File: src/rtl/eq_pkg.sv
// Shared types and constants for the slide-pot scan sequencer.
// Slot order, channel map and default timing live here.
package eq_pkg;

  typedef enum logic [1:0] {
    ST_IDLE,
    ST_START,
    ST_WAIT,
    ST_GAP
  } state_t;

  typedef logic [2:0] slot_t;
  typedef logic [2:0] chan_t;
  typedef logic [11:0] pot_t;

  localparam int NSLOT = 6;
  localparam slot_t LAST_SLOT = 3'd5;

  // Slot order LP, B1, B2, B3, HP, VOL
  localparam chan_t CHMAP [NSLOT] = '{
    3'd1, 3'd0, 3'd4, 3'd2, 3'd3, 3'd7
  };

  localparam int DEF_GAP = 256;
  localparam int DEF_TIMEOUT = 4096;

endpackage

File: src/rtl/pot_scan_sequencer_if.sv
// Request/complete handshake between the scan sequencer
// (master) and the A2D SPI interface (slave).
interface pot_scan_sequencer_if;
  import eq_pkg::*;

  logic  strt_cnv;
  chan_t chnnl;
  logic  cnv_cmplt;
  pot_t  res;

  modport master (
    output strt_cnv,
    output chnnl,
    input  cnv_cmplt,
    input  res
  );

  modport slave (
    input  strt_cnv,
    input  chnnl,
    output cnv_cmplt,
    output res
  );

endinterface

File: src/rtl/pot_smooth.sv
// One-slot smoothing update: first sample loads directly, later
// samples move a quarter of the way toward the new reading.
`ifdef POT_FILTER_EN
module pot_smooth
  import eq_pkg::*;
(
  input  logic first,
  input  pot_t old,
  input  pot_t sample,
  output pot_t upd
);

  logic signed [12:0] diff;

  assign diff = $signed({1'b0, sample})
              - $signed({1'b0, old});

  // Floor shift keeps the result between old and sample
  assign upd = first ? sample
                     : old + 12'(diff >>> 2);

endmodule
`endif

File: src/rtl/pot_scan_sequencer.sv
// Round-robin A2D scheduler for the six equalizer pots.
// Define POT_FILTER_EN to smooth each slot via pot_smooth.
module pot_scan_sequencer
  import eq_pkg::*;
#(
  parameter int GAP = DEF_GAP,
  parameter int TIMEOUT = DEF_TIMEOUT
) (
  input  logic clk,
  input  logic rst,
  input  logic en,
  pot_scan_sequencer_if.master a2d,
  output pot_t pot_lp,
  output pot_t pot_b1,
  output pot_t pot_b2,
  output pot_t pot_b3,
  output pot_t pot_hp,
  output pot_t pot_vol,
  output logic scan_done,
  output logic timeout_err
);

  localparam int CW =
    $clog2((GAP > TIMEOUT) ? GAP : TIMEOUT);
  localparam logic [CW-1:0] TMO_LAST = CW'(TIMEOUT - 1);
  localparam logic [CW-1:0] GAP_LAST = CW'(GAP - 1);

  state_t        state;
  slot_t         idx;
  slot_t         nidx;
  logic [CW-1:0] timer;
  pot_t          pot [NSLOT];
  pot_t          nxt;

  assign nidx = (idx == LAST_SLOT) ? '0 : idx + 3'd1;

`ifdef POT_FILTER_EN
  logic [NSLOT-1:0] seen;

  pot_smooth u_smooth (
    .first  (!seen[idx]),
    .old    (pot[idx]),
    .sample (a2d.res),
    .upd    (nxt)
  );
`else
  assign nxt = a2d.res;
`endif

  always_ff @(posedge clk) begin
    if (rst) begin
      state           <= ST_IDLE;
      idx             <= '0;
      timer           <= '0;
      a2d.strt_cnv    <= 1'b0;
      a2d.chnnl       <= 3'd1;
      scan_done       <= 1'b0;
      timeout_err     <= 1'b0;
      pot             <= '{default: '0};
`ifdef POT_FILTER_EN
      seen            <= '0;
`endif
    end else begin
      a2d.strt_cnv <= 1'b0;
      scan_done    <= 1'b0;
      unique case (state)
        ST_IDLE: begin
          if (en) begin
            state        <= ST_START;
            a2d.strt_cnv <= 1'b1;
            a2d.chnnl    <= CHMAP[idx];
          end
        end
        ST_START: begin
          state <= ST_WAIT;
          timer <= '0;
        end
        ST_WAIT: begin
          timer <= timer + CW'(1);
          // Completion beats a same-cycle timeout
          if (a2d.cnv_cmplt) begin
            pot[idx] <= nxt;
`ifdef POT_FILTER_EN
            seen[idx] <= 1'b1;
`endif
            state <= ST_GAP;
            timer <= '0;
          end else if (timer == TMO_LAST) begin
            timeout_err <= 1'b1;
            state       <= ST_GAP;
            timer       <= '0;
          end
        end
        ST_GAP: begin
          timer <= timer + CW'(1);
          if (timer == GAP_LAST) begin
            idx       <= nidx;
            scan_done <= (idx == LAST_SLOT);
            timer     <= '0;
            if (en) begin
              state        <= ST_START;
              a2d.strt_cnv <= 1'b1;
              a2d.chnnl    <= CHMAP[nidx];
            end else begin
              state <= ST_IDLE;
            end
          end
        end
        default: state <= ST_IDLE;
      endcase
    end
  end

  assign pot_lp  = pot[0];
  assign pot_b1  = pot[1];
  assign pot_b2  = pot[2];
  assign pot_b3  = pot[3];
  assign pot_hp  = pot[4];
  assign pot_vol = pot[5];

endmodule

File: src/flat_wrapper.sv
// flat-port wrapper written by rule: the top's interface ports become plain ports
module pot_scan_sequencer_flat import eq_pkg::*;
#(
  parameter int GAP = DEF_GAP,
  parameter int TIMEOUT = DEF_TIMEOUT
)
  (clk, rst, en, pot_lp, pot_b1, pot_b2, pot_b3, pot_hp, pot_vol, scan_done, timeout_err, a2d_strt_cnv, a2d_chnnl, a2d_cnv_cmplt, a2d_res);
  pot_scan_sequencer_if a2d_i ();
  input  logic clk;
  input  logic rst;
  input  logic en;
  output pot_t pot_lp;
  output pot_t pot_b1;
  output pot_t pot_b2;
  output pot_t pot_b3;
  output pot_t pot_hp;
  output pot_t pot_vol;
  output logic scan_done;
  output logic timeout_err;
  output wire logic [$bits(a2d_i.strt_cnv)-1:0] a2d_strt_cnv;
  output wire logic [$bits(a2d_i.chnnl)-1:0] a2d_chnnl;
  input wire logic [$bits(a2d_i.cnv_cmplt)-1:0] a2d_cnv_cmplt;
  input wire logic [$bits(a2d_i.res)-1:0] a2d_res;
  assign a2d_strt_cnv = a2d_i.strt_cnv;
  assign a2d_chnnl = a2d_i.chnnl;
  assign a2d_i.cnv_cmplt = a2d_cnv_cmplt;
  assign a2d_i.res = a2d_res;
  pot_scan_sequencer #(.GAP(GAP), .TIMEOUT(TIMEOUT)) u_core (.clk(clk), .rst(rst), .en(en), .a2d(a2d_i), .pot_lp(pot_lp), .pot_b1(pot_b1), .pot_b2(pot_b2), .pot_b3(pot_b3), .pot_hp(pot_hp), .pot_vol(pot_vol), .scan_done(scan_done), .timeout_err(timeout_err));
endmodule
File: config.mk
export PLATFORM = sky130hd
export DESIGN_NAME = pot_scan_sequencer_flat
export DESIGN_NICKNAME = d
export VERILOG_FILES = /design/src/rtl/eq_pkg.sv /design/src/rtl/pot_scan_sequencer_if.sv /design/src/rtl/pot_smooth.sv /design/src/rtl/pot_scan_sequencer.sv /design/src/flat_wrapper.sv
export SDC_FILE = /design/constraint.sdc
export NUM_CORES = 1
export LEC_CHECK = 0
export BUFFER_PORTS_ARGS = -buffer_cell sky130_fd_sc_hd__buf_2
export CORE_MARGIN = 4
export CORE_UTILIZATION = 48
export DETAILED_ROUTE_END_ITERATION = 16
export MAX_ROUTING_LAYER = met4
export PLACE_DENSITY = 0.82
export RECOVER_POWER = 25
export SLEW_MARGIN = 0
export SYNTH_ARGS = -nofsm -noshare
export SYNTH_HDL_FRONTEND = slang
export SYNTH_HIERARCHICAL = 1
export SYNTH_SLANG_ARGS = --single-unit
File: constraint.sdc
create_clock -name clk -period 2.1 [get_ports clk]
set_input_delay 0.21 -clock clk [delete_from_list [all_inputs] [get_ports clk]]
set_output_delay 0.21 -clock clk [all_outputs]
set_load 0.01 [all_outputs]
== Word level (Yosys, flattened, before mapping) ==
Memory sizes are Yosys's and may differ from the RTL's.
Index checks and enable logic that the tools add are counted.

* Bits in read-only memories: 48
* Input bits: 16
* Memories: 2
* Output and inout bits: 78
* Bits in registers: 95

* Bitwise gates (word level): 5
* Multiplexer cells: 25
* Add/sub/neg operators: 2
* Equality and inequality tests: 10
* Magnitude comparators: 3
* Reductions and logical operators: 10

{| class="wikitable"
|+ Memory list
! memory !! depth !! bits a word !! read ports !! clocked after memory_dff !! wr ports !! line !! text
|-
| (name not given) || 8 || 3 || 1 || 0 || 0 || pot_scan_sequencer.sv:103 || <nowiki>a2d.chnnl <= CHMAP[nidx];</nowiki>
|-
| (name not given) || 8 || 3 || 1 || 0 || 0 || pot_scan_sequencer.sv:71 || <nowiki>a2d.chnnl <= CHMAP[idx];</nowiki>
|}

{| class="wikitable"
|+ Operators with widths
! cell !! number
|-
| bitwise mux 72 bit || 1
|-
| 2-to-1 mux 12 bit || 4
|-
| demux 12 bit (select 3 bit) || 1
|-
| case mux 12 bit (3 select lines) || 1
|-
| 2-to-1 mux 3 bit || 8
|-
| adder 12 x 1 -> 12 bit (second input constant) || 1
|-
| equality test 12 bit (second input constant) || 1
|-
| equality test 12 x 8 -> 1 bit (second input constant) || 1
|-
| greater-or-equal comparator 4 bit (second input constant) || 2
|-
| 2-to-1 mux 2 bit || 4
|-
| NOT 3 -> 4 bit || 2
|-
| case mux 2 bit (4 select lines) || 1
|-
| case mux 3 bit (2 select lines) || 1
|-
| AND reduction 3 bit || 2
|-
| equality test 2 bit (second input constant) || 2
|-
| < comparator 4 x 1 -> 1 bit (second input constant) || 1
|-
| inequality test 2 bit (second input constant) || 2
|-
| AND reduction 2 bit || 2
|-
| AND reduction 4 bit || 1
|-
| adder 3 x 1 -> 3 bit (second input constant) || 1
|-
| equality test 3 bit (second input constant) || 1
|-
| 2-to-1 mux 1 bit || 3
|-
| inequality test 3 x 2 -> 1 bit (second input constant) || 1
|-
| NOT 1 bit || 3
|-
| other kinds (8) || 8
|}

== Logic depth before layout (Yosys ltp) ==
* Depth after elaboration: 9
* Depth in mapped cells: 8

== Least setup slack after synthesis ==
No wires, ideal clock.

* Path type: reg2reg
* Start: register u_core.timer[0]
* End: register u_core.state[0]
* Slack: 0.029 ns
* Arrival time: 1.985 ns
* Required time: 2.014 ns
* Clock period less this slack: 2.071 ns
* Cell stages (with the launch flop): 7
* Path through: dfxtp_1 ha_1 nand3_2 o41a_1 buf_6 or4_4 a221oi_2

* Word-level cells in the longest chain between the ends: 3
* Elaborated cells on any way between the ends: 5
* Classes of those cells: 4 x eq/ne; 1 x reduce/logical

{| class="wikitable"
|+ RTL lines
! what !! line !! text
|-
| start, declared || pot_scan_sequencer.sv:31 || <nowiki>logic [CW-1:0] timer;</nowiki>
|-
| start signal, assigned || pot_scan_sequencer.sv:79 || <nowiki>timer <= timer + CW'(1);</nowiki>
|-
| start signal, assigned || pot_scan_sequencer.sv:95 || <nowiki>timer <= timer + CW'(1);</nowiki>
|-
| equality test 12 bit or equality test 12 x 8 -> 1 bit (tied branches) || pot_scan_sequencer.sv:88, pot_scan_sequencer.sv:96 ||
|-
| inequality test 3 x 2 -> 1 bit (no source line) or inequality test 2 x 1 -> 1 bit (tied branches) || - ||
|-
| AND reduction 3 bit (no source line) * || - ||
|-
| end signal, assigned || pot_scan_sequencer.sv:86 || <nowiki>state <= ST_GAP;</nowiki>
|-
| end signal, assigned || pot_scan_sequencer.sv:90 || <nowiki>state <= ST_GAP;</nowiki>
|-
| end signal, assigned || pot_scan_sequencer.sv:101 || <nowiki>state <= ST_START;</nowiki>
|-
| end, declared || pot_scan_sequencer.sv:28 || <nowiki>state_t state;</nowiki>
|}

Every way passes the cells marked *; elsewhere a longest branch is shown, timed or not.
A chain may end at the register's enable or synchronous reset.

== Worst setup path after layout ==
* Start: register u_core.idx[0]
* End: register u_core.a2d.chnnl[0]

* Word-level cells in the longest chain between the ends: 9
* Elaborated cells on any way between the ends: 15
* Classes of those cells: 1 x add/sub; 1 x eq/ne; 9 x mux; 2 x bitwise; 2 x memory

{| class="wikitable"
|+ RTL lines
! what !! line !! text
|-
| start, declared || pot_scan_sequencer.sv:29 || <nowiki>slot_t idx;</nowiki>
|-
| start signal, assigned || pot_scan_sequencer.sv:97 || <nowiki>idx <= nidx;</nowiki>
|-
| adder 3 x 1 -> 3 bit or equality test 3 bit (tied branches) || pot_scan_sequencer.sv:35 || <nowiki>assign nidx = (idx == LAST_SLOT) ? '0 : idx + 3'd1;</nowiki>
|-
| 2-to-1 mux 3 bit || pot_scan_sequencer.sv:35 ||
|-
| NOT 3 -> 4 bit (implied by the code) || pot_scan_sequencer.sv:103 ||
|-
| memory read (8 x 3 bit) || - ||
|-
| 2-to-1 mux 3 bit (implied by the code) (2 in series) || pot_scan_sequencer.sv:103 ||
|-
| 2-to-1 mux 3 bit || pot_scan_sequencer.sv:100 || <nowiki>if (en) begin</nowiki>
|-
| 2-to-1 mux 3 bit || pot_scan_sequencer.sv:96 || <nowiki>if (timer == GAP_LAST) begin</nowiki>
|-
| case mux 3 bit (2 select lines) * || pot_scan_sequencer.sv:66 || <nowiki>unique case (state)</nowiki>
|-
| end signal, assigned || pot_scan_sequencer.sv:71 ||
|-
| end signal, assigned || pot_scan_sequencer.sv:103 ||
|-
| end, declared || pot_scan_sequencer_if.sv:13 || <nowiki>output chnnl,</nowiki>
|}

Every way passes the cells marked *; elsewhere a longest branch is shown, timed or not. The select of a mux whose other input is x is not followed.

==> metrics.txt <==
# TYPE chip_impl_metric gauge
chip_impl_metric{name="finalWorstPathRequiredPeriod",unit="ps"} 1961
chip_impl_metric{name="core_area",unit="mm²"} 0.007888
chip_impl_metric{name="synth_sequential_area_ratio",unit="%"} 47.68
chip_impl_metric{name="final_nets",unit=""} 550
chip_impl_metric{name="post_cts_hold_buffer_count",unit=""} 0
chip_impl_info{name="cp_top_family",value="compound AO/OA/AOI/OAI gates"} 1
chip_impl_metric{name="floorplan.die.height",unit="µm"} 99.16
chip_impl_metric{name="synthArstFlopShare",unit="%"} 0
chip_impl_metric{name="start_util",unit="%"} 50.57
chip_impl_info{name="outcome",value="finished, final reports clean"} 1
chip_impl_metric{name="finalPower",unit="mW"} 3.829
chip_impl_metric{name="final.period_utilization",unit="%"} 93.38
chip_impl_metric{name="cts_buffers",unit=""} 9
chip_impl_metric{name="yosys_warnings",unit=""} 6
chip_impl_info{name="r2r_end",value="u_core/a2d.chnnl[0]"} 1
chip_impl_metric{name="finalWeightedCongestion",unit=""} 0.8657
chip_impl_metric{name="cts-htree-levels",unit=""} 3
chip_impl_metric{name="timing.fmax",unit="MHz"} 509.9
chip_impl_metric{name="portBuffers",unit=""} 93
chip_impl_metric{name="fin_hold_ws",unit="ps"} 139.7
chip_impl_metric{name="final_layout_size_suffix_gt1_share",unit="%"} 18.57
chip_impl_metric{name="cell_count_after_synthesis",unit=""} 434
chip_impl_metric{name="chipWidth",unit="µm"} 99.16
chip_impl_info{name="setup.worst_path.class",value="register to register"} 1
chip_impl_metric{name="unique_masters_post_synth",unit=""} 55
chip_impl_metric{name="fill_cells",unit=""} 684
chip_impl_metric{name="syn-mean-instance-area",unit="µm²"} 9.191
chip_impl_metric{name="overflow",unit=""} 0
chip_impl_metric{name="antenna_found_initial",unit=""} 0
chip_impl_info{name="hold-path-endpoint",value="u_core/pot_vol[3]"} 1
chip_impl_metric{name="fin_setup_tns",unit="ps"} 0
chip_impl_metric{name="worst_slew_pin_slew",unit="ps"} 554.3
chip_impl_metric{name="post_drt_wl_per_cell",unit="µm"} 16.19
chip_impl_info{name="top_post_synthesis_cells_by_area",value="sky130_fd_sc_hd__dfxtp_1 (48%), sky130_fd_sc_hd__mux2i_1 (15%), sky130_fd_sc_hd__nor2_1 (7.2%)"} 1
chip_impl_metric{name="ys_ff_latch",unit=""} 95
chip_impl_metric{name="edff_count_synth",unit=""} 0
chip_impl_info{name="worst_min_delay_path_category",value="input port to register"} 1
chip_impl_metric{name="critical_path_arrival",unit="ps"} 2210
chip_impl_metric{name="peakVddDrop",unit="µV"} 428.2
chip_impl_metric{name="final_max_slew_viol_count",unit=""} 0
chip_impl_metric{name="yosysTopAreaCellShare",unit="%"} 47.68
chip_impl_metric{name="max_cap_viol_count",unit=""} 0
chip_impl_metric{name="postLayoutSetupSlackWorst",unit="ps"} 139.0
chip_impl_metric{name="cts.path.max_buffers",unit=""} 2
chip_impl_metric{name="place_ws",unit="ps"} 83.11
chip_impl_metric{name="final-setup-viol-count",unit=""} 0
chip_impl_metric{name="crit_buf_inv",unit=""} 0
chip_impl_info{name="critical_path.startpoint_type",value="register"} 1
chip_impl_metric{name="wl",unit="µm"} 10280
chip_impl_metric{name="report.final.hold_viol_count",unit=""} 0
chip_impl_metric{name="slowest_delay",unit="ps"} 540
chip_impl_metric{name="fin_skew",unit="ps"} 8.706
chip_impl_metric{name="drt_iter0_drc",unit=""} 202
chip_impl_metric{name="detail_route.drc_violations",unit=""} 0
chip_impl_metric{name="synth.net_count",unit=""} 456
chip_impl_metric{name="critical_path_required",unit="ps"} 2350
chip_impl_metric{name="grt_first_pass_wirelength",unit="µm"} 16670
chip_impl_metric{name="fin_util",unit="%"} 60.42
chip_impl_info{name="tritoncts",value="built"} 1
chip_impl_metric{name="timing.hold.worst_path_depth",unit=""} 3
chip_impl_metric{name="critical_path_peak_fanout",unit=""} 10
chip_impl_metric{name="antennaDiodeCount",unit=""} 0
chip_impl_metric{name="p_per_area",unit="mW/mm²"} 803.5
chip_impl_metric{name="grt_max_degree",unit=""} 58
chip_impl_info{name="hold_path_startpoint",value="a2d_res[3]"} 1
chip_impl_metric{name="vias",unit=""} 3473
chip_impl_metric{name="ant_nets",unit=""} 0
chip_impl_info{name="ys_dominant_reg_cell",value="sky130_fd_sc_hd__dfxtp_1"} 1
chip_impl_info{name="clock-root-buffer",value="sky130_fd_sc_hd__clkbuf_8"} 1
chip_impl_info{name="cp-end-kind",value="register"} 1
chip_impl_metric{name="number_of_global_route_vias_before_repair",unit=""} 3404
chip_impl_metric{name="grt_use_total",unit="%"} 21.38
chip_impl_metric{name="io_pins",unit=""} 94
chip_impl_metric{name="max_slew_margin",unit="%"} 63.05
chip_impl_info{name="grt_setup_unrepaired",value="no"} 1
chip_impl_metric{name="floorplan.die_area",unit="mm²"} 0.009833
chip_impl_info{name="synth_top_area_cell",value="sky130_fd_sc_hd__dfxtp_1"} 1
chip_impl_metric{name="synth_to_final_area_change",unit="%"} 19.48
chip_impl_metric{name="setup.reg_to_reg.worst_slack",unit="ps"} 140
chip_impl_metric{name="power_leakage",unit="nW"} 2.001
chip_impl_info{name="critical_path.cell_chain",value="nand2_1 > ha_1 > o21ai_0 > a21oi_1 > o32a_1 > a311o_1"} 1
chip_impl_metric{name="drt-pass1-iter-count",unit=""} 5
chip_impl_metric{name="post-dp-hpwl",unit="µm"} 7370
chip_impl_metric{name="core.rowCount",unit=""} 32
chip_impl_info{name="critPathSlowestCell",value="sky130_fd_sc_hd__dfxtp_1"} 1
chip_impl_metric{name="post_drt_via_cell_ratio",unit=""} 5.469
chip_impl_metric{name="ff2ff_path_depth",unit=""} 6
chip_impl_metric{name="path_clk_slew",unit="ps"} 100
chip_impl_metric{name="clock-sinks",unit=""} 95
chip_impl_metric{name="worst_skew_pair_latency",unit="ps"} 350
chip_impl_metric{name="area_of_the_mapped_netlist",unit="mm²"} 0.003989
chip_impl_info{name="reg2reg_from",value="u_core/idx[0]"} 1
## layout make-up
cell class                      count  area [µm²]  share of cell area, %
Multi-Input combinational cell    298        1928                  40.46
Sequential cell                    95        1904                  39.96
Timing Repair Buffer              113       561.8                  11.79
Tap cell                          102       127.6                  2.678
Clock buffer                        9       123.9                  2.599
Clock inverter                      7       78.83                  1.654
Inverter                           11       41.29                 0.8664
## metrics by stage
step / cells / cell area, µm²
after global routing: 635 / 4766
final: 635 / 4766
after global placement: 619 / 4612
after floorplan: 434 / 3989
after CTS: 635 / 4815
after detailed placement: 619 / 4612
## synthesized netlist by cell type (3+ instances only)
master,instances
sky130_fd_sc_hd__dfxtp_1,95
sky130_fd_sc_hd__nor2_1,76
sky130_fd_sc_hd__mux2i_1,61
sky130_fd_sc_hd__nand2_1,40
sky130_fd_sc_hd__a21oi_1,22
sky130_fd_sc_hd__clkbuf_1,19
sky130_fd_sc_hd__inv_1,11
sky130_fd_sc_hd__o21ai_0,10
sky130_fd_sc_hd__nand3_1,9
sky130_fd_sc_hd__nor2b_1,9
sky130_fd_sc_hd__ha_1,6
sky130_fd_sc_hd__buf_2,5
sky130_fd_sc_hd__o2111ai_1,5
sky130_fd_sc_hd__o211ai_1,5
sky130_fd_sc_hd__and3_1,4
sky130_fd_sc_hd__buf_1,4
sky130_fd_sc_hd__nand4_1,3
sky130_fd_sc_hd__nor3_1,3
sky130_fd_sc_hd__nor4_1,3
sky130_fd_sc_hd__o221ai_1,3
sky130_fd_sc_hd__or3_1,3
## cell families after synthesis
logic type,count (synthesis),share of synthesized area [%]
multiplexers,62,15.59
flip-flops,95,47.68
adder cells (fa/ha/maj),6,1.882
AO/OA/AOI/OAI,64,11.32
AND/OR/NAND/NOR,164,18.79
XOR/XNOR,2,0.4392
buffers and inverters,41,4.297
## tightest hold or removal path, stage by stage
cell                      delay [ps]
sky130_fd_sc_hd__buf_2           140
sky130_fd_sc_hd__nand2_1          60
sky130_fd_sc_hd__a21oi_1          50
## worst max-delay path by stage
stage                                from                  end  slack (ps)  depth (start not counted)
after floorplan           u_core/timer[0]      u_core/state[0]          30                          6
after global placement    u_core/timer[1]      u_core/state[0]         160                          5
after detailed placement  u_core/timer[1]      u_core/state[0]          80                          5
after CTS                 u_core/timer[1]      u_core/state[0]          60                          5
after global routing        u_core/idx[0]  u_core/a2d.chnnl[2]          10                          6
final                       u_core/idx[0]  u_core/a2d.chnnl[0]         140                          6
## metal layers
metal  part of all wire [%]  GRT usage [%]  vias to the layer above
met5                      0              -                        -
met2                     48          32.75                      115
li1                       -              -                     1688
met1                     43          27.63                     1652
met3                    6.4          4.418                       18
met4                    2.2          8.613                        0
## what timing repair did
action	in CTS	in global routing
resized for setup	0	3
setup endpoints to repair	0	2
hold endpoints to repair	0	0
setup buffers	0	0
## sequential cells by signal (all words and copies together) (netlist names), 2 cells and up
register and flops:
u_core/idx 3, u_core/pot_b1 12, u_core/pot_b2 12, u_core/pot_lp 12, u_core/timer 12, u_core/state 2
u_core/pot_hp 12, u_core/pot_b3 12, u_core/a2d.chnnl 3, u_core/pot_vol 12
## cell usage in the layout, fill, tap and decap left out, types with 10 or more instances in the layout
cell	n
sky130_fd_sc_hd__dfxtp_1	93
sky130_fd_sc_hd__nor2_1	76
sky130_fd_sc_hd__mux2i_1	61
sky130_fd_sc_hd__buf_2	50
sky130_fd_sc_hd__clkbuf_1	43
sky130_fd_sc_hd__nand2_1	40
sky130_fd_sc_hd__a21oi_1	22
sky130_fd_sc_hd__buf_4	20
sky130_fd_sc_hd__inv_1	11
sky130_fd_sc_hd__o21ai_0	10
## power by group
| group | switching (mW) | leakage (nW) | total (mW) | internal, mW |
|---|---|---|---|---|
| Combinational | 0.437 | 1.14 | 0.730 | 0.293 |
| Sequential | 0.0407 | 0.767 | 1.91 | 1.86 |
| Clock | 0.723 | 0.0954 | 1.19 | 0.471 |
Note: power is estimated with default switching activity, not from simulation.
